File: src/rtl/ro_scan_pkg.sv
// Shared definitions for the ring-oscillator scan meter: FSM encoding and
// the averaging-depth clamp.
package ro_scan_pkg;

  typedef enum logic [2:0] {
    ST_IDLE   = 3'd0,
    ST_SETTLE = 3'd1,
    ST_GATE   = 3'd2,
    ST_ACCUM  = 3'd3,
    ST_OUT    = 3'd4
  } state_e;

  // Largest log2 of the number of windows averaged per result.
  localparam int unsigned AVG_MAX_LIM = 7;

  // Limit a requested averaging depth to what the accumulator can hold.
  function automatic logic [2:0] clamp_avg(input logic [2:0] req, input int unsigned lim);
    return (32'(req) > lim) ? 3'(lim) : req;
  endfunction

endpackage

File: src/rtl/ro_edge_counter.sv
// Rising-edge counter for one asynchronous oscillator input: 2-FF
// synchroniser, previous-value register, and a saturating counter that is
// cleared between windows and only advances while the gate is open.
module ro_edge_counter #(
  parameter int CNT_W = 16
) (
  input  logic             clk_i,
  input  logic             osc_i,
  input  logic             clr_i,
  input  logic             gate_i,
  output logic [CNT_W-1:0] cnt_o,
  output logic             ovf_o
);

  logic             s1_q, s2_q, s3_q;
  logic             rise_w;
  logic [CNT_W-1:0] cnt_q;
  logic             ovf_q;

  // Bring the oscillator into the clk domain and keep one delayed copy.
  always_ff @(posedge clk_i) begin
    s1_q <= osc_i;
    s2_q <= s1_q;
    s3_q <= s2_q;
  end

  assign rise_w = s2_q & ~s3_q;

  // Count gated rising edges; an edge arriving at full scale flags overflow.
  always_ff @(posedge clk_i) begin
    if (clr_i) begin
      cnt_q <= '0;
      ovf_q <= 1'b0;
    end else if (gate_i && rise_w) begin
      if (cnt_q == '1) ovf_q <= 1'b1;
      else             cnt_q <= cnt_q + CNT_W'(1);
    end
  end

  assign cnt_o = cnt_q;
  assign ovf_o = ovf_q;

endmodule

File: src/rtl/ro_scan_meter.sv
// N-channel ring-oscillator frequency meter. One RO is enabled at a time,
// allowed to settle, then its edges are counted over 2^avg gate windows;
// the truncated mean is offered on a valid/ready port. Optional round-robin
// scan walks all channels until the scan input is dropped.
module ro_scan_meter
  import ro_scan_pkg::*;
#(
  parameter int N_CH       = 4,
  parameter int CH_W       = 2,
  parameter int CNT_W      = 16,
  parameter int WIN_W      = 16,
  parameter int AVG_MAX    = AVG_MAX_LIM,
  parameter int SETTLE_CYC = 16
) (
  input  logic             clk,
  input  logic             rst,
  input  logic             ena,
  input  logic [N_CH-1:0]  osc_in,
  output logic [N_CH-1:0]  osc_en,
  input  logic             start,
  input  logic             scan,
  input  logic [CH_W-1:0]  ch_sel,
  input  logic [WIN_W-1:0] win_len,
  input  logic [2:0]       avg_log2,
  output logic             busy,
  output logic             res_valid,
  input  logic             res_ready,
  output logic [CNT_W-1:0] res_data,
  output logic [CH_W-1:0]  res_ch,
  output logic             res_ovf
);

  localparam int ACC_W  = CNT_W + AVG_MAX;
  localparam int SAMP_W = AVG_MAX + 1;
  localparam int SET_W  = $clog2(SETTLE_CYC + 1);

  state_e            state_q, state_d;
  logic [CH_W-1:0]   ch_q, ch_d;
  logic              scan_q, scan_d;
  logic [WIN_W-1:0]  win_q, win_d;
  logic [WIN_W-1:0]  wcnt_q, wcnt_d;
  logic [2:0]        avg_q, avg_d;
  logic [SET_W-1:0]  set_q, set_d;
  logic [SAMP_W-1:0] samp_q, samp_d;
  logic [ACC_W-1:0]  acc_q, acc_d;
  logic              ovf_q, ovf_d;
  logic              vld_q, vld_d;
  logic [CNT_W-1:0]  rdata_q, rdata_d;
  logic [CH_W-1:0]   rch_q, rch_d;
  logic              rovf_q, rovf_d;

  logic [CNT_W-1:0]  win_cnt;
  logic              win_ovf;
  logic [SAMP_W-1:0] samp_inc;
  logic [SAMP_W-1:0] n_win;

  // Selected channel only changes when leaving IDLE or OUT, so the
  // synchroniser is flushed by the settle period before any gate opens.
  ro_edge_counter #(.CNT_W(CNT_W)) u_cnt (
    .clk_i  (clk),
    .osc_i  (osc_in[ch_q]),
    .clr_i  (state_q != ST_GATE),
    .gate_i (state_q == ST_GATE),
    .cnt_o  (win_cnt),
    .ovf_o  (win_ovf)
  );

  assign samp_inc = samp_q + SAMP_W'(1);
  assign n_win    = SAMP_W'(1) << avg_q;

  assign osc_en    = (state_q == ST_IDLE) ? '0 : (N_CH'(1) << ch_q);
  assign busy      = (state_q != ST_IDLE);
  assign res_valid = vld_q;
  assign res_data  = rdata_q;
  assign res_ch    = rch_q;
  assign res_ovf   = rovf_q;

  // State and datapath registers; reset returns everything to idle values.
  always_ff @(posedge clk) begin
    if (rst) begin
      state_q <= ST_IDLE;
      ch_q    <= '0;
      scan_q  <= 1'b0;
      win_q   <= WIN_W'(1);
      wcnt_q  <= '0;
      avg_q   <= '0;
      set_q   <= '0;
      samp_q  <= '0;
      acc_q   <= '0;
      ovf_q   <= 1'b0;
      vld_q   <= 1'b0;
      rdata_q <= '0;
      rch_q   <= '0;
      rovf_q  <= 1'b0;
    end else begin
      state_q <= state_d;
      ch_q    <= ch_d;
      scan_q  <= scan_d;
      win_q   <= win_d;
      wcnt_q  <= wcnt_d;
      avg_q   <= avg_d;
      set_q   <= set_d;
      samp_q  <= samp_d;
      acc_q   <= acc_d;
      ovf_q   <= ovf_d;
      vld_q   <= vld_d;
      rdata_q <= rdata_d;
      rch_q   <= rch_d;
      rovf_q  <= rovf_d;
    end
  end

  // Measurement sequencer: settle, gate/accumulate 2^avg windows, present result.
  always_comb begin
    state_d = state_q;
    ch_d    = ch_q;
    scan_d  = scan_q;
    win_d   = win_q;
    wcnt_d  = wcnt_q;
    avg_d   = avg_q;
    set_d   = set_q;
    samp_d  = samp_q;
    acc_d   = acc_q;
    ovf_d   = ovf_q;
    vld_d   = vld_q;
    rdata_d = rdata_q;
    rch_d   = rch_q;
    rovf_d  = rovf_q;

    unique case (state_q)
      ST_IDLE: begin
        if (start) begin
          ch_d    = ch_sel;
          scan_d  = scan;
          win_d   = (win_len == '0) ? WIN_W'(1) : win_len;
          avg_d   = clamp_avg(avg_log2, AVG_MAX);
          acc_d   = '0;
          samp_d  = '0;
          ovf_d   = 1'b0;
          set_d   = '0;
          state_d = ST_SETTLE;
        end
      end
      ST_SETTLE: begin
        if (set_q == SET_W'(SETTLE_CYC - 1)) begin
          set_d   = '0;
          wcnt_d  = '0;
          state_d = ST_GATE;
        end else begin
          set_d = set_q + SET_W'(1);
        end
      end
      ST_GATE: begin
        if (wcnt_q == win_q - WIN_W'(1)) begin
          wcnt_d  = '0;
          state_d = ST_ACCUM;
        end else begin
          wcnt_d = wcnt_q + WIN_W'(1);
        end
      end
      ST_ACCUM: begin
        acc_d   = acc_q + ACC_W'(win_cnt);
        ovf_d   = ovf_q | win_ovf;
        samp_d  = samp_inc;
        state_d = (samp_inc < n_win) ? ST_GATE : ST_OUT;
      end
      ST_OUT: begin
        if (!vld_q) begin
          vld_d   = 1'b1;
          rdata_d = CNT_W'(acc_q >> avg_q);
          rch_d   = ch_q;
          rovf_d  = ovf_q;
        end else if (res_ready) begin
          vld_d = 1'b0;
          if (scan_q && scan) begin
            ch_d    = (ch_q == CH_W'(N_CH - 1)) ? '0 : ch_q + CH_W'(1);
            acc_d   = '0;
            samp_d  = '0;
            ovf_d   = 1'b0;
            set_d   = '0;
            state_d = ST_SETTLE;
          end else begin
            state_d = ST_IDLE;
          end
        end
      end
      default: state_d = ST_IDLE;
    endcase

    if (!ena) begin
      state_d = ST_IDLE;
      vld_d   = 1'b0;
    end
  end

endmodule

File: config.mk
export PLATFORM = sky130hd
export DESIGN_NAME = ro_scan_meter
export DESIGN_NICKNAME = d
export VERILOG_FILES = /design/src/rtl/ro_scan_pkg.sv /design/src/rtl/ro_edge_counter.sv /design/src/rtl/ro_scan_meter.sv
export SDC_FILE = /design/constraint.sdc
export NUM_CORES = 1
export LEC_CHECK = 0
export CAP_MARGIN = 30
export CORE_MARGIN = 2
export CORE_UTILIZATION = 59
export DETAILED_ROUTE_END_ITERATION = 8
export PLACE_DENSITY = 0.81
export SLEW_MARGIN = 20
export SYNTH_ARGS = -nofsm -noshare
export SYNTH_HDL_FRONTEND = slang
export SYNTH_SLANG_ARGS = --single-unit
File: constraint.sdc
create_clock -name clk -period 3.35 [get_ports clk]
set_input_delay 0.67 -clock clk [delete_from_list [all_inputs] [get_ports clk]]
set_output_delay 0.67 -clock clk [all_outputs]
set_load 0.05 [all_outputs]
Word-level counts from Yosys, hierarchy flattened

Index checks and enable logic that the tools add are counted.

Bits in registers: 118
Latch bits: 0
Memory bits (writable): 0
Memory bits (read-only): 0
Input bits: 31
Memories: 0

Add/subtract/negate cells: 7
$mul: 0
Divide/modulo/power cells: 0
$lt $le $gt $ge: 2
Equal/unequal tests: 15
Shift-type cells: 3
Muxes and demuxes: 44
Bitwise gates (word level): 6
Reductions and logical operators: 19

Operators by type and width:

| operator                | number |
|---|---|
| $mux W23                | 4 |
| $pmux W23 S3            | 1 |
| $mux W16                | 3 |
| $add A16 B1 Y16 const B | 2 |
| $mux W8                 | 4 |
| $pmux W16 S2            | 1 |
| $mux W5                 | 5 |
| $pmux W8 S3             | 1 |
| $add A23 B16 Y23        | 1 |
| $shr A23 B3 Y16         | 1 |
| $reduce_and A5 Y1       | 4 |
| $mux W3                 | 6 |
| $eq A16 B16 Y1          | 1 |
| $eq A16 B16 Y1 const B  | 1 |
| $logic_not A16 Y1       | 1 |
| $sub A16 B1 Y16 const B | 1 |
| $pmux W3 S5             | 1 |
| $pmux W5 S3             | 1 |
| $ne A2 B2 Y1 const B    | 6 |
| $mux W2                 | 5 |
| $reduce_and A2 Y1       | 5 |
| $reduce_bool A3 Y1      | 3 |
| $add A8 B1 Y8 const B   | 1 |
| $lt A8 B8 Y1            | 1 |
| 23 further kinds        | 36 |

Longest topological paths before layout

Gate-level depths: netlist (run 1).

Depth after elaboration: 6
Gate-level depth with buffers: 11
Gate-level depth less buffers: 9

Modules after synthesis

Synthesis (run 1) repeated with hierarchy kept, for this count alone.

Cells, all modules: 857
Area, all modules: 7,118.1 um^2

Modules (own cells, without submodules):

| module          | instances | cells an instance | area an instance (um^2) |
|---|---|---|---|
| ro_scan_meter   | 1         | 752               | 6,165.9 |
| ro_edge_counter | 1         | 105               | 952.2 |

Worst setup path before layout (run 1)

No wires, ideal clock.

Kind: reg2reg
Start point: reg avg_q[0]
End point: reg state_q[2]
Library setup time: 0.117 ns
Arrival: 2.805 ns
Required time: 3.233 ns
Slack: 0.427 ns
Stages on the path, launching flop included: 11
Cell sequence: dfxtp_1 > buf_1 > clkbuf_1 > or3b_2 > ha_1 > a21o_1 > a21o_1 > a21o_1 > a211oi_1 > o21ai_1 > a32o_1

Word-level cells in the longest chain between the ends: 4

RTL lines:

| element                | line                 | text |
|---|---|---|
| from (decl)            | ro_scan_meter.sv:42  | `logic [2:0] avg_q, avg_d;` |
| from (signal assigned) | ro_scan_meter.sv:101 | `avg_q <= avg_d;` |
| $shl A1 B3 Y8          | ro_scan_meter.sv:69  | `assign n_win = SAMP_W'(1) << avg_q;` |
| $lt A8 B8 Y1           | ro_scan_meter.sv:165 | `state_d = (samp_inc < n_win) ? ST_GATE : ST_OUT;` |
| $mux W3                | ro_scan_meter.sv:165 |  |
| $pmux W3 S5            | ro_scan_meter.sv:130 | `unique case (state_q)` |
| to (signal assigned)   | ro_scan_meter.sv:96  | `state_q <= state_d;` |
| to (decl)              | ro_scan_meter.sv:37  | `state_e state_q, state_d;` |

No other way between the ends.
A chain may end at the register's enable or synchronous reset.

Worst setup path after layout (run 1)

Start point: reg state_q[2]
End point: out osc_en[3]

Word-level cells in the longest chain between the ends: 2

RTL lines:

| element          | line                | text |
|---|---|---|
| $logic_not A3 Y1 | ro_scan_meter.sv:71 | `assign osc_en = (state_q == ST_IDLE) ? '0 : (N_CH'(1) << ch_q);` |
| $mux W4          | ro_scan_meter.sv:71 |  |
| to (decl)        | ro_scan_meter.sv:19 | `output logic [N_CH-1:0] osc_en,` |

No other way between the ends.

==> impl_metrics.tcl, run 1 <==
set metrics [dict create \
    drtPass1Iterations 5 \
    clkLatencyLatePin_ns 0.42 \
    maxCapViolations 0 \
    placed_area_um2 7670 \
    final_common_cell "dfxtp_1" \
    synth_ff_type "dfxtp_1" \
    dieHeight_um 114 \
    cts_root_buf "clkbuf_16" \
    cts_tree "yes" \
    clock-sinks 118 \
    synth.area.top_cells "dfxtp_1, mux2i_1, ha_1, nor2_1, xor2_1" \
    netlist.area_leader.share_pct 33.4 \
    hold_viol 0 \
    wl_met1_mm 7.61 \
    top_level_ports 56 \
    grt_usage_pct 27.2 \
    end_kind "primary output" \
    io_buffers 55 \
    skew_ns 0.00907 \
    synthesis.area_um2 7080 \
    r2r_slack_ns 0.49 \
    cts_inserted_buffers 17 \
    path_clk_slew_ns 0.05 \
    cts_max_path_buffers 2 \
    r2r-start "u_cnt.cnt_o[0]$_SDFFE_PN0P_" \
    drtIter0Drc 463 \
    synth.net_count 908 \
    start_util_pct 59.7 \
    die_w_um 114 \
    worstPathRequired_ns 2.68 \
    p_leak_nw 3.11 \
    critPathArrivalTime_ns 2.38 \
    met2_length_mm 8.16 \
    wl_mm 17.0 \
    final_cell_mix "dfxtp_1, nor2_1, nand2_1" \
    drc_errors 0 \
    top_layer "met4" \
    async_flop_share_pct 0 \
    seqPwrFrac_pct 43.0 \
    reg2reg_to "acc_q[20]$_SDFFE_PP0P_" \
    h-tree-depth 4 \
    cts_hold_buf 0 \
    synth_edf_count 0 \
    grt-ovfl-total 0 \
    wl_per_cell_um 16.4 \
    fin_nets 942 \
    synth_warnings 0 \
    vias 6245 \
    critPathCapture "osc_en[3]" \
    max_freq_ghz 0.328 \
    ant_nets 0 \
    synth.avg_cell_area_um2 8.39 \
    postCtsSetupBuffers 0 \
    drive_gt1_share_pct 6.65 \
    setup_viol 0 \
    p_per_area_nw_per_um2 420 \
    dieArea_um2 12900 \
    place_congestion 0.911 \
    final_max_slew_viol_count 0 \
    rows 40 \
    grt_pass1_vias 6054 \
    setup-tns-final_ns 0 \
    yosysSeqAreaShare_pct 33.4 \
    antenna_cells 0 \
    slew-limit-headroom_pct 48.3 \
    cp_max_fo 13 \
    sw_frac_of_total_pct 25.1 \
    synth.distinct_cells 67 \
    dpl.hpwl_mm 12.4 \
    hp-class "reg2reg" \
    criticalPathCategory "reg2out" \
    ir_worst_vdd_v 0.000276 \
    cp-startpoint "state_q[2]$_SDFFE_PP0P_" \
    clock_power_share_pct 45.9 \
    worstHoldPathCells 0 \
    grt_max_degree 62 \
    synthCells 844 \
    p_comb_share_pct 11.1 \
    ff2ff_path_depth 9 \
    rsz0062_at_grt "false" \
    via_per_inst 6.04 \
    synth-seq-cells 118 \
    period_needed_ns 3.05 \
    area_delta_synth_final_pct 15.5 \
    cts_resized 0 \
    p_sw_mw 0.863 \
    grt_pass1_wl_mm 28.3 \
    cp-start-kind "register" \
    yosys.area.top_type "dfxtp_1" \
    fin_crit_sh_pct 91.1 \
    wl_met3_um 693 \
    antenna_found_initial 0 \
    fin_area_um2 8180 \
    p_int_mw 2.57 \
    status "completed" \
    core_um2 11900 \
    tightest_slew_ns 0.774 \
]
-- metal layers --
layer  GRT usage [%]  vias to the layer above
li1                -                     3086
met3            5.74                       47
met2            46.6                      151
met1            33.1                     2961
met5               0                        -
met4            11.9                        0
-- stage by stage --
step           std cells  power (mW)  hold WS (ns)  worst slack [ns]  util (%)
6_report            1034        3.44         0.326             0.297      69.0
3_3_place_gp        1005        1.87         0.321             0.453      64.7
3_5_place_dp        1005        1.88         0.320             0.400      64.7
2_1_floorplan        844        1.77         0.310             0.427         -
5_1_grt             1034        3.55         0.343             0.171      69.0
4_1_cts             1033        3.44         0.330             0.315      68.9
-- cells in the mapped netlist, drive strengths merged (3+ instances only) --
cell type  instances
clkbuf            39
nor2b             11
nand3b             6
a22o               6
nand3             25
mux2i             57
nand2             86
nor4               6
nor2              98
xor2              37
or2                4
a21o              13
o211a              3
nand2b             5
xnor2             28
mux4               5
and2               7
inv               16
and3              13
o21ai             22
a2111oi            3
dfxtp            118
o211ai             4
buf               10
nor3b              5
a211oi            22
or3               10
o2111ai            4
a22oi             13
a31oi              5
ha                32
or3b               3
nor3              26
nand4             16
nor4b              3
a21oi             54
-- flip-flops by register name (all words and copies together), names as in the netlist --
name,count
acc_q,23
avg_q,3
ch_q,2
ovf_q,1
res_ch,2
res_data,16
res_ovf,1
res_valid,1
samp_q,8
scan_q,1
set_q,5
state_q,3
u_cnt.cnt_o,16
u_cnt.ovf_o,1
u_cnt.s1_q,1
u_cnt.s2_q,1
u_cnt.s3_q,1
wcnt_q,16
win_q,16
-- cells by family (layout without fill, tap and decap cells) --
kind of cell	after synthesis	in the layout	synth area share, %
multiplexers	62	62	9.65
AO/OA/AOI/OAI	171	171	16.4
AND/OR/NAND/NOR	330	330	22.9
XOR/XNOR	65	65	8.04
flip-flops	118	118	33.4
adder cells (fa/ha/maj)	33	33	5.94
buffers and inverters	65	108	3.71
-- critical path, cell delays in order, from the launching register on --
cell and delay [ns]:
dfxtp_1 0.44, nor3_1 0.68, nor2b_1 0.11, clkdlybuf4s50_1 0.74
-- worst min path at each step --
stage	from	end	slack [ns]
after detailed placement	u_cnt.s1_q$_DFF_P_	u_cnt.s2_q$_DFF_P_	0.32
after global routing	u_cnt.s1_q$_DFF_P_	u_cnt.s2_q$_DFF_P_	0.34
after global placement	u_cnt.s1_q$_DFF_P_	u_cnt.s2_q$_DFF_P_	0.32
after floorplan	u_cnt.s1_q$_DFF_P_	u_cnt.s2_q$_DFF_P_	0.31
final	u_cnt.s1_q$_DFF_P_	u_cnt.s2_q$_DFF_P_	0.33
after CTS	u_cnt.s1_q$_DFF_P_	u_cnt.s2_q$_DFF_P_	0.33
-- power groups by stage --
| stage | logic [mW] | clock network, mW | registers, mW |
|---|---|---|---|
| final | 0.381 | 1.58 | 1.48 |
| after global routing | 0.415 | 1.65 | 1.48 |
| after detailed placement | 0.376 | 0 | 1.51 |
| after global placement | 0.362 | 0 | 1.51 |
| after floorplan | 0.284 | 0 | 1.49 |
| after CTS | 0.379 | 1.58 | 1.48 |
-- area by class of cell --
cell class,instances,area [µm²]
clock buffers,22,474
clock inverters,6,30.0
fillers,925,3680
inverters,16,60.1
multi-input cells,661,4460
flip-flops and latches,118,2360
well taps,147,184
repair buffers,64,613
Note: power is estimated with default switching activity, not from simulation.
==> run 2, diff against run 1 <==
==> constraint.sdc (replaced) <==
create_clock -name clk -period 2.9 [get_ports clk]
set_input_delay 0.58 -clock clk [delete_from_list [all_inputs] [get_ports clk]]
set_output_delay 0.58 -clock clk [all_outputs]
set_load 0.05 [all_outputs]
==> run 2 against run 1 <==
Sequential power rose by 16%. Power grew 29%. First-iteration DRC count grew 23%. Combinational power rose by 17%. Worst setup slack worse by 0.18 ns. Design area increased by 2.4%. Largest cell class unchanged. Largest power group unchanged. Highest routed layer unchanged.
==> impl_metrics.tcl, run 2 (synthesis gave the netlist of run 1 again) <==
set metrics [dict create \
    status "completed" \
    setup-tns-final_ns 0 \
    critPathCapture "osc_en[1]" \
    ir_worst_vdd_v 0.000418 \
    grt_usage_pct 27.5 \
    via_per_inst 6.09 \
    p_leak_nw 3.21 \
    vias 6362 \
    busiest_layer "met2" \
    top_level_ports 56 \
    largest_register_ffs 23 \
    r2r-start "u_cnt.cnt_o[0]$_SDFFE_PN0P_" \
    clkLatencyLatePin_ns 0.43 \
    final_common_cell "dfxtp_1" \
    slowest_stage "clkdlybuf4s50_1" \
    sw_frac_of_total_pct 23.4 \
    fin_ws_ns 0.120 \
    critPathArrivalTime_ns 2.20 \
    final_cell_mix "dfxtp_1, nor2_1, nand2_1" \
    final_max_slew_viol_count 0 \
    ant_nets 0 \
    cts_tree "yes" \
    core_um2 11900 \
    hp-class "reg2reg" \
    period_needed_ns 2.78 \
    path_clk_slew_ns 0.05 \
    cp_max_fo 13 \
    drive_gt1_share_pct 7.92 \
    criticalPathCategory "reg2out" \
    rsz0062_at_grt "false" \
    grt_pass1_vias 6077 \
    antenna_found_initial 0 \
    dieArea_um2 12900 \
    p_comb_share_pct 10.0 \
    fin_nets 949 \
    drtPass1Iterations 6 \
    antenna_cells 0 \
    power_mw 4.43 \
    postCtsSetupBuffers 0 \
    worstHoldPathCells 0 \
    clock_power_share_pct 51.5 \
    clock-sinks 118 \
    drtIter0Drc 570 \
    n_fill_cell 939 \
    io_buffers 55 \
    cts_max_path_buffers 2 \
    setup_viol 0 \
    p_per_area_nw_per_um2 529 \
    cts_inserted_buffers 17 \
    drc_errors 0 \
    met1_usage_pct 33.5 \
    hold_viol 0 \
    die_w_um 114 \
    cp-start-kind "register" \
    worstPathRequired_ns 2.32 \
    place_congestion 0.924 \
    dieHeight_um 114 \
    p_sw_mw 1.04 \
    area_delta_synth_final_pct 18.3 \
    r2r_slack_ns 0.17 \
    skew_ns 0.00886 \
    grt_pass1_wl_mm 28.7 \
    max_freq_ghz 0.360 \
    grt_max_degree 54 \
    gr-usage-met3_pct 5.58 \
    dpl.hpwl_mm 12.6 \
    start_util_pct 59.7 \
    top_register "acc_q" \
    end_kind "primary output" \
    tightest_slew_ns 0.758 \
    cp-startpoint "state_q[2]$_SDFFE_PP0P_" \
    reg2reg_to "acc_q[20]$_SDFFE_PP0P_" \
    seqPwrFrac_pct 38.5 \
    gr-usage-met2_pct 47.1 \
    p_int_mw 3.39 \
    wl_per_cell_um 16.7 \
    h-tree-depth 4 \
    cp_slowest_stage_delay_ns 0.82 \
    maxCapViolations 0 \
    ff2ff_path_depth 10 \
    grt-ovfl-total 0 \
    place_ws_ns 0.237 \
    rows 40 \
    slew-limit-headroom_pct 49.4 \
    crit_chain "nor3_1 -> buf_4 -> nor2b_1 -> clkdlybuf4s50_1" \
    cts_root_buf "clkbuf_16" \
    fin_crit_sh_pct 95.9 \
    wl_mm 17.4 \
]
run 2: layer usage:
metal / routed length [µm] / vias up
li1: - / 3119
met1: 7660 / 3021
met2: 8580 / 173
met3: 728 / 49
met4: 469 / 0
met5: 0 / -
run 2: layout make-up:
type / count / area [µm²] / area share (%)
Multi-Input combinational cell: 661 / 4460 / 53.3
Sequential cell: 118 / 2360 / 28.2
Inverter: 16 / 60.1 / 0.717
Clock inverter: 8 / 144 / 1.72
Timing Repair Buffer: 71 / 666 / 7.95
Tap cell: 147 / 184 / 2.20
Clock buffer: 23 / 498 / 5.94
run 2: worst max-delay path, delay by kind of cell, from the launching register on:
family | cells | cell delay, ns
buffers and inverters | 2 | 1.00
flip-flops | 1 | 0.57
AND/OR/NAND/NOR | 2 | 0.20
run 2: per-stage QoR:
| step | util, % | hold slack, ns | std cells | cell area [µm²] |
|---|---|---|---|---|
| 3_5_place_dp | 65.2 | 0.314 | 1013 | 7730 |
| 6_report | 70.6 | 0.324 | 1044 | 8380 |
| 2_1_floorplan | - | 0.310 | 844 | 7080 |
| 3_3_place_gp | 65.2 | 0.315 | 1013 | 7730 |
| 5_1_grt | 70.6 | 0.340 | 1044 | 8380 |
| 4_1_cts | 70.6 | 0.327 | 1044 | 8370 |
run 2: repair_timing:
| action | 4_1_cts | 5_1_grt |
|---|---|---|
| hold buffers | 0 | 0 |
| endpoints found under the setup margin | 0 | 1 |
| gates resized for setup | 0 | 1 |
run 2: worst min-delay path by stage:
| stage | end | from |
|---|---|---|
| 2_1_floorplan | u_cnt.s2_q$_DFF_P_ | u_cnt.s1_q$_DFF_P_ |
| 3_3_place_gp | u_cnt.s2_q$_DFF_P_ | u_cnt.s1_q$_DFF_P_ |
| 3_5_place_dp | u_cnt.s2_q$_DFF_P_ | u_cnt.s1_q$_DFF_P_ |
| 4_1_cts | u_cnt.s2_q$_DFF_P_ | u_cnt.s1_q$_DFF_P_ |
| 5_1_grt | u_cnt.s2_q$_DFF_P_ | u_cnt.s1_q$_DFF_P_ |
| 6_report | u_cnt.s2_q$_DFF_P_ | u_cnt.s1_q$_DFF_P_ |
run 2: power groups by stage:
stage          clock, mW  combinational [mW]  sequential, mW
2_1_floorplan          0               0.329            1.72
3_5_place_dp           0               0.441            1.74
5_1_grt             2.37               0.489            1.71
4_1_cts             2.30               0.444            1.71
6_report            2.28               0.444            1.71
3_3_place_gp           0               0.424            1.74
